File: src/rtl/mem_port_arbiter.sv
`timescale 1ns/1ps
// Arbitrates one fixed-latency single-port memory between instruction fetch and
// the data stage, returning registered read data, a done pulse and pipeline stalls.
module mem_port_arbiter #(
    parameter int ADDR_W     = 32,
    parameter int DATA_W     = 16,
    parameter int MEM_LAT    = 2,
    parameter int STARVE_MAX = 3
) (
    input  logic              clk,
    input  logic              rst,
    input  logic              if_req,
    input  logic [ADDR_W-1:0] if_addr,
    output logic [DATA_W-1:0] if_rdata,
    output logic              if_done,
    output logic              if_stall,
    input  logic              d_req,
    input  logic              d_we,
    input  logic [ADDR_W-1:0] d_addr,
    input  logic [DATA_W-1:0] d_wdata,
    output logic [DATA_W-1:0] d_rdata,
    output logic              d_done,
    output logic              em_stall,
    output logic              mem_en,
    output logic              mem_we,
    output logic [ADDR_W-1:0] mem_addr,
    output logic [DATA_W-1:0] mem_wdata,
    input  logic [DATA_W-1:0] mem_rdata
);

    typedef enum logic [1:0] {IDLE, FETCH, DATA} state_t;

    localparam logic [3:0] LAT_INIT   = 4'(MEM_LAT);
    localparam logic [3:0] STARVE_LIM = 4'(STARVE_MAX);

    state_t     state;
    state_t     state_nx;
    logic [3:0] lat_cnt;
    logic [3:0] starve_cnt;
    logic       if_req_m;
    logic       d_req_m;
    logic       grant_f;
    logic       grant_d;
    logic       last_cycle;

    // A request whose done pulse is showing this cycle has already been served.
    assign if_req_m   = if_req & ~if_done;
    assign d_req_m    = d_req & ~d_done;
    assign if_stall   = if_req_m;
    assign em_stall   = d_req_m;
    assign last_cycle = (state != IDLE) && (lat_cnt == 4'd0);

    always_ff @(posedge clk or negedge rst) begin
        if (!rst) begin
            state <= IDLE;
        end else begin
            state <= state_nx;
        end
    end

    always_comb begin
        state_nx = state;
        grant_f  = 1'b0;
        grant_d  = 1'b0;
        case (state)
            IDLE: begin
                if (d_req_m && (!if_req_m || (starve_cnt < STARVE_LIM))) begin
                    grant_d  = 1'b1;
                    state_nx = DATA;
                end else if (if_req_m) begin
                    grant_f  = 1'b1;
                    state_nx = FETCH;
                end
            end
            FETCH, DATA: begin
                if (lat_cnt == 4'd0) begin
                    state_nx = IDLE;
                end
            end
            default: state_nx = IDLE;
        endcase
    end

    always_ff @(posedge clk or negedge rst) begin
        if (!rst) begin
            mem_en     <= 1'b0;
            mem_we     <= 1'b0;
            mem_addr   <= '0;
            mem_wdata  <= '0;
            if_rdata   <= '0;
            d_rdata    <= '0;
            if_done    <= 1'b0;
            d_done     <= 1'b0;
            lat_cnt    <= 4'd0;
            starve_cnt <= 4'd0;
        end else begin
            mem_en  <= grant_f | grant_d;
            if_done <= 1'b0;
            d_done  <= 1'b0;

            if (grant_d) begin
                mem_addr  <= d_addr;
                mem_we    <= d_we;
                mem_wdata <= d_wdata;
                lat_cnt   <= LAT_INIT;
            end else if (grant_f) begin
                mem_addr <= if_addr;
                mem_we   <= 1'b0;
                lat_cnt  <= LAT_INIT;
            end else if ((state != IDLE) && (lat_cnt != 4'd0)) begin
                lat_cnt <= lat_cnt - 4'd1;
            end

            // mem_we still describes the access in flight, so stores leave d_rdata alone.
            if (last_cycle && (state == FETCH)) begin
                if_rdata <= mem_rdata;
                if_done  <= 1'b1;
            end
            if (last_cycle && (state == DATA)) begin
                if (!mem_we) begin
                    d_rdata <= mem_rdata;
                end
                d_done <= 1'b1;
            end

            if (grant_f || !if_req) begin
                starve_cnt <= 4'd0;
            end else if (grant_d && (starve_cnt != 4'hF)) begin
                starve_cnt <= starve_cnt + 4'd1;
            end
        end
    end

endmodule

File: config.mk
export PLATFORM = sky130hd
export DESIGN_NAME = mem_port_arbiter
export DESIGN_NICKNAME = d
export VERILOG_FILES = /design/src/rtl/mem_port_arbiter.sv
export SDC_FILE = /design/constraint.sdc
export NUM_CORES = 1
export LEC_CHECK = 0
export BUFFER_PORTS_ARGS = -buffer_cell sky130_fd_sc_hd__buf_2
export CORE_UTILIZATION = 44
export CTS_BUF_LIST = sky130_fd_sc_hd__clkbuf_8
export CTS_CLUSTER_DIAMETER = 150
export DETAILED_ROUTE_END_ITERATION = 8
export GPL_ROUTABILITY_DRIVEN = 1
export PLACE_DENSITY = 0.79
export SYNTH_ARGS = -nofsm -noshare
export SYNTH_HDL_FRONTEND = slang
export SYNTH_SLANG_ARGS = --single-unit
File: constraint.sdc
create_clock -name clk -period 1.8 [get_ports clk]
set_input_delay 0.09 -clock clk [delete_from_list [all_inputs] [get_ports clk]]
set_output_delay 0.09 -clock clk [all_outputs]
set_load 0.005 [all_outputs]
== Yosys cells after proc, flatten, opt, wreduce, memory -nomap -nowiden ==
Cells that the tools add are included.

* Add/sub/neg operators: 2
* Magnitude comparators: 1
* Equal/unequal tests: 5
* Multiplexer cells: 20
* Bitwise operators: 6
* Reductions and logical operators: 20

{| class="wikitable"
|+ Operator list
! cell !! number
|-
| two-way mux 32 bit || 2
|-
| two-way mux 4 bit || 5
|-
| two-way mux 1 bit || 9
|-
| logical AND 1 bit || 6
|-
| two-way mux 2 bit || 3
|-
| nonzero test 2 bit || 3
|-
| adder 4 x 1 -> 4 bit (second input constant) || 1
|-
| zero test 4 bit || 1
|-
| < comparator 4 x 2 -> 1 bit (second input constant) || 1
|-
| inequality test 4 bit (second input constant) || 1
|-
| case mux 2 bit (2 select lines) || 1
|-
| AND reduction 2 bit || 2
|-
| nonzero test 4 bit || 1
|-
| subtractor 4 x 1 -> 4 bit (second input constant) || 1
|-
| inequality test 3 bit (second input constant) || 1
|-
| inverter 1 bit || 3
|-
| nonzero test 3 bit || 1
|-
| AND 1 bit || 2
|-
| == test 2 x 1 -> 1 bit (second input constant) || 1
|-
| == test 2 bit (second input constant) || 1
|-
| zero test 1 bit || 2
|-
| zero test 2 bit || 1
|-
| logical OR 1 bit || 2
|-
| inequality test 2 bit (second input constant) || 1
|-
| other kinds (2) || 2
|}

* Register bits after elaboration: 94
* Bits of input ports: 101
* Output and inout port bits: 86
* Word-level logic and storage cells: 65

== Longest topological paths before layout ==
* Depth in word-level cells: 10
* Depth in mapped cells: 8
* Mapped depth without buffers: 6

== Worst setup path after synthesis ==
OpenSTA, ideal clock, no wires.

* Kind: reg-to-reg
* Start: register state[0]
* End: register d_rdata[10]
* Arrival: 1.771 ns
* Required time: 1.675 ns
* Slack: -0.096 ns
* Cell stages (with the launch flop): 9
* Path buffers: 2
* Period minus slack after synthesis: 1.896 ns
* Cell sequence: dfrtp_1 inv_1 ha_1 nor4b_4 and2_1 nand2b_1 buf_6 buf_6 mux2_4

* Longest elaborated chain between the ends: 4
* Elaborated cells between the ends (all ways): 5
* Those cells by class: eq/ne (1); reduce/logical (4)

{| class="wikitable"
|+ Ends and longest elaborated chain
! element !! RTL line !! RTL
|-
| from (decl) || 36 || <nowiki>state_t state;</nowiki>
|-
| from (signal assigned) || 57 || <nowiki>state <= state_nx;</nowiki>
|-
| nonzero test 2 bit || 51 || <nowiki>assign last_cycle = (state != IDLE) && (lat_cnt == 4'd0);</nowiki>
|-
| logical AND 1 bit || 51 ||
|-
| logical AND 1 bit (*) || 119 || <nowiki>if (last_cycle && (state == DATA)) begin</nowiki>
|-
| AND reduction 2 bit (no line) (*) || -- ||
|-
| to (signal assigned) || 121 || <nowiki>d_rdata <= mem_rdata;</nowiki>
|-
| to (decl) || 21 || <nowiki>output logic [DATA_W-1:0] d_rdata,</nowiki>
|}

Every way passes the cells marked *; elsewhere a longest branch is shown, timed or not.
A chain may end at the register's enable or synchronous reset.

== Worst setup path in the final report ==
* Start: register state[0]
* End: register starve_cnt[3]

* Longest elaborated chain between the ends: 4
* Elaborated cells between the ends (all ways): 7
* Those cells by class: mux (3); reduce/logical (4)

{| class="wikitable"
|+ Ends and longest elaborated chain
! element !! RTL line !! RTL
|-
| zero test 2 bit (*) || 65 || <nowiki>case (state)</nowiki>
|-
| two-way mux 1 bit || 65 ||
|-
| logical OR 1 bit / logical AND 1 bit (equally long branches) || 126, 128 ||
|-
| two-way mux 4 bit / nonzero test 2 bit (equally long branches) || -- ||
|-
| to (signal assigned) || 129 || <nowiki>starve_cnt <= starve_cnt + 4'd1;</nowiki>
|-
| to (decl) || 39 || <nowiki>logic [3:0] starve_cnt;</nowiki>
|}

Marked as above.

==> impl_metrics.py <==
metrics = {
    "finish": {
        "area_growth_syn_to_layout_pct": 49.2,
        "num_antenna_cells": 0,
        "fin_nets": 670,
        "layout.filler_cells": 639,
        "layout-drive-gt1-share_pct": 51.7,
        "finish.cell_count_without_fillers": 677,
    },
    "sta": {
        "tightest_slew_ns": 0.607,
        "layout_worst_path_cycle_share_pct": 104,
        "max-slew-margin-rel_pct": 59.5,
        "setup_ws_ns": -0.0646,
        "setup_viol_count_final": 2,
        "worst_clock_skew_ns": 0.0157,
        "timing.final.max_slew_violations": 0,
        "fmax_mhz": 536,
        "final_hold_viol_count": 0,
        "period_minus_slack_ns": 1.86,
        "grt_setup_unrepaired": "yes",
    },
    "clock_tree": {
        "clockRootBuffer": "sky130_fd_sc_hd__clkbuf_8",
        "cts_tree": "done",
        "clk_latency_ns": 0.36,
        "clock_sink_count": 94,
        "number_of_buffers_created_by_cts": 9,
        "cts.reportedPaths.clkPinSlew_ns": 0.10,
        "buffer_levels_on_the_longest_clock_path": 2,
        "ctsHtreeMaxLevel": 3,
    },
    "drt": {
        "routed_wl_um": 10700,
        "dr_total_vias": 3356,
        "detail_route.iter0.violations": 116,
        "ant_nets": 0,
        "detailed_route_drc_error_count": 8,
        "routed_via_density": 4.96,
        "dr.pass1.iters": 6,
        "post_drt_wl_per_cell_um": 15.8,
    },
    "place": {
        "detailedPlacementHpwl_um": 6800,
        "number_of_buffers_added_on_ports": 186,
        "globalplace.congestion": 0.730,
        "place.detailed.instances": 611,
        "pre_cts_slack_ns": -0.00327,
    },
    "floorplanning": {
        "area_of_the_die_um2": 9610,
        "die_w_um": 98.0,
        "die_height_um": 98.0,
        "num_io_pins": 187,
        "floorplan.core_area_um2": 8810,
        "start_util_pct": 46.1,
        "placementRows": 34,
    },
    "yosys": {
        "dominantRegCellSynth": "sky130_fd_sc_hd__dfrtp_1",
        "post_synth_xor_area_fraction_pct": 0,
        "synth_fa_ha_area_share_pct": 1.54,
        "synth_top_family_by_area": "multiplexers",
        "post_synth.cell_area_avg_um2": 12.6,
        "syn_inst": 321,
        "net_count_after_synthesis": 427,
        "muxShareOfSynthArea_pct": 22.9,
        "synth_async_sr_flop_share_pct": 100,
        "yosysWarnings": 0,
        "yosys.area_share.simple_pct": 7.09,
        "post_synth_cell_types": 31,
        "share_of_synthesized_area_occupied_by_flip_flops_and_latches_pct": 58.0,
        "synth_enable_flop_cells": 0,
        "yosys_register_bits": 94,
        "syn_area_um2": 4060,
        "synth-compound-area-share_pct": 7.15,
    },
    "min_path": {
        "timing.hold.worst.start": "d_addr[29]",
        "holdPathEnd": "mem_addr[29]",
        "whs_path_depth": 3,
        "holdCritPathClass": "input port to flop",
    },
    "global_route": {
        "antenna_violations_before_repair": 0,
        "global_route_wire_length_before_repair_um": 16000,
        "grt_max_degree": 48,
        "gr-usage-all-layers_pct": 21.3,
        "grt_remaining_overflow": 0,
        "grt_pass1_vias": 3452,
    },
    "pwr": {
        "power.ir.vdd_worst_v": 0.000833,
        "leakagePower_nw": 3.12,
        "power.density_cell_area_nw_per_um2": 1460,
        "total_power_mw": 8.85,
    },
    "worst_setup_path": {
        "worst_ep_arrival_time_ns": 2.12,
        "worst-path-max-fanout": 18,
        "worst_r2r_path_depth": 7,
        "crit_required_ns": 2.06,
        "regToRegSetupSlack_ns": -0.06,
        "regToRegStartpoint": "state[0]",
        "startpoint_type": "flop",
        "reg2reg_to": "starve_cnt[3]",
        "cp-end-kind": "flop",
        "critPathKind": "flop to flop",
    },
    "run_status": {
        "result_of_the_run": "complete, but fails checks",
        "failed_checks": "design-rule violations, negative setup slack",
    },
    "flow_run": {
        "drv.max_cap_violation_count": 0,
    },
}
layout make-up:
type	instances	area (µm²)	share of cell area (%)
flip-flops and latches	94	2350	38.8
multi-input cells	200	1660	27.4
clock buffers	9	124	2.05
repair buffers	248	1640	27.1
clock inverters	7	103	1.69
inverters	11	41.3	0.682
well taps	108	135	2.23
per-layer routing:
layer	track usage, %	wire length (µm)	up-vias
li1	-	-	1606
met1	22.8	4160	1610
met2	39.5	5640	120
met3	5.15	649	20
met4	9.56	234	0
met5	0	0	-
power by group:
| part | total (mW) | internal, mW | switching [mW] |
|---|---|---|---|
| combinational | 3.60 | 1.98 | 1.62 |
| sequential | 3.64 | 3.11 | 0.526 |
| clock | 1.61 | 0.806 | 0.808 |
| total | 8.85 | 5.90 | 2.95 |
repair_timing:
item,in CTS,in global routing
endpoints found under the setup margin,3,68
pin swaps,1,6
hold buffers,36,0
resized for setup,3,21
cloned,0,3
buffers inserted,1,10
hold endpoints to repair,95,0
state kept, by name (all words and copies together) (netlist names), 2 cells and up:
name        flops
lat_cnt         4
mem_addr       32
state           2
d_rdata        16
if_rdata       16
mem_wdata      16
starve_cnt      4
cells in the final DEF, fill, tap and decap left out, types with 2 or more instances in the layout:
| master | synthesis | routed |
|---|---|---|
| sky130_fd_sc_hd__buf_6 | 2 | 2 |
| sky130_fd_sc_hd__dfrtp_1 | 94 | 94 |
| sky130_fd_sc_hd__ha_1 | 5 | 2 |
| sky130_fd_sc_hd__a21oi_1 | 4 | 4 |
| sky130_fd_sc_hd__bufinv_16 | 0 | 2 |
| sky130_fd_sc_hd__o21ai_0 | 32 | 25 |
| sky130_fd_sc_hd__mux2_4 | 10 | 10 |
| sky130_fd_sc_hd__inv_1 | 11 | 8 |
| sky130_fd_sc_hd__inv_6 | 0 | 3 |
| sky130_fd_sc_hd__o21ai_1 | 5 | 11 |
| sky130_fd_sc_hd__clkbuf_16 | 0 | 3 |
| sky130_fd_sc_hd__mux2i_1 | 35 | 35 |
| sky130_fd_sc_hd__dlygate4sd3_1 | 0 | 36 |
| sky130_fd_sc_hd__nand2b_2 | 0 | 2 |
| sky130_fd_sc_hd__inv_2 | 0 | 3 |
| sky130_fd_sc_hd__nand3_1 | 6 | 6 |
| sky130_fd_sc_hd__nand2_1 | 39 | 39 |
| sky130_fd_sc_hd__o21ai_4 | 0 | 2 |
| sky130_fd_sc_hd__clkbuf_8 | 0 | 9 |
| sky130_fd_sc_hd__mux2_2 | 38 | 38 |
| sky130_fd_sc_hd__nand3b_1 | 2 | 2 |
| sky130_fd_sc_hd__buf_2 | 7 | 185 |
| sky130_fd_sc_hd__a21bo_2 | 3 | 3 |
| sky130_fd_sc_hd__nor2_1 | 4 | 4 |
| sky130_fd_sc_hd__buf_4 | 3 | 14 |
| sky130_fd_sc_hd__ha_4 | 0 | 3 |
| sky130_fd_sc_hd__buf_12 | 0 | 7 |
worst max-delay path by stage:
stage / from / to / depth (start not counted)
after detailed placement: lat_cnt[0] / lat_cnt[2] / 7
final: state[0] / starve_cnt[3] / 7
after CTS: state[0] / d_rdata[12] / 7
after floorplan: state[0] / d_rdata[10] / 8
after global routing: state[0] / starve_cnt[3] / 7
after global placement: state[0] / d_rdata[14] / 7
critical path: stages (launching register included):
cell and delay (ns):
sky130_fd_sc_hd__dfrtp_1 0.39, sky130_fd_sc_hd__inv_1 0.13, sky130_fd_sc_hd__ha_4 0.18, sky130_fd_sc_hd__and3b_1 0.20, sky130_fd_sc_hd__o21ai_1 0.15, sky130_fd_sc_hd__buf_12 0.20, sky130_fd_sc_hd__o21ai_0 0.23, sky130_fd_sc_hd__nor3b_1 0.28
cells by family after synthesis:
| group | Yosys count |
|---|---|
| flip-flops | 94 |
| multiplexers | 83 |
| AND/OR/NAND/NOR | 61 |
| AO/OA/AOI/OAI | 51 |
| buffers and inverters | 27 |
| adder cells (fa/ha/maj) | 5 |
synth_stat cells (all sizes together) (2+ instances only):
master  number  area (µm²)
mux2        48         578
dfrtp       94        2350
ha           5        62.6
nand3b       2        15.0
nor3         2        10.0
a31oi        2        12.5
nand2b       3        18.8
clkbuf       4        15.0
a21oi        4        20.0
nor2         4        15.0
nand3        6        30.0
a21bo        3        30.0
mux2i       35         350
buf         12        80.1
o21ai       38         194
inv         11        41.3
nand2       39         146
per-stage QoR:
step | utilization, % | TNS [ns] | instance area [µm²] | hold slack [ns]
finish | 68.8 | -0.0698 | 6060 | 0.00170
global placement | 59.4 | 0 | 5230 | 0.135
global route | 68.8 | -1.39 | 6060 | 0.00532
detailed placement | 59.4 | -0.00327 | 5230 | 0.146
CTS | 66.2 | 0 | 5830 | 0.00412
floorplan | - | 0 | 4070 | -0.206
Power figures use the tool's default switching activity.
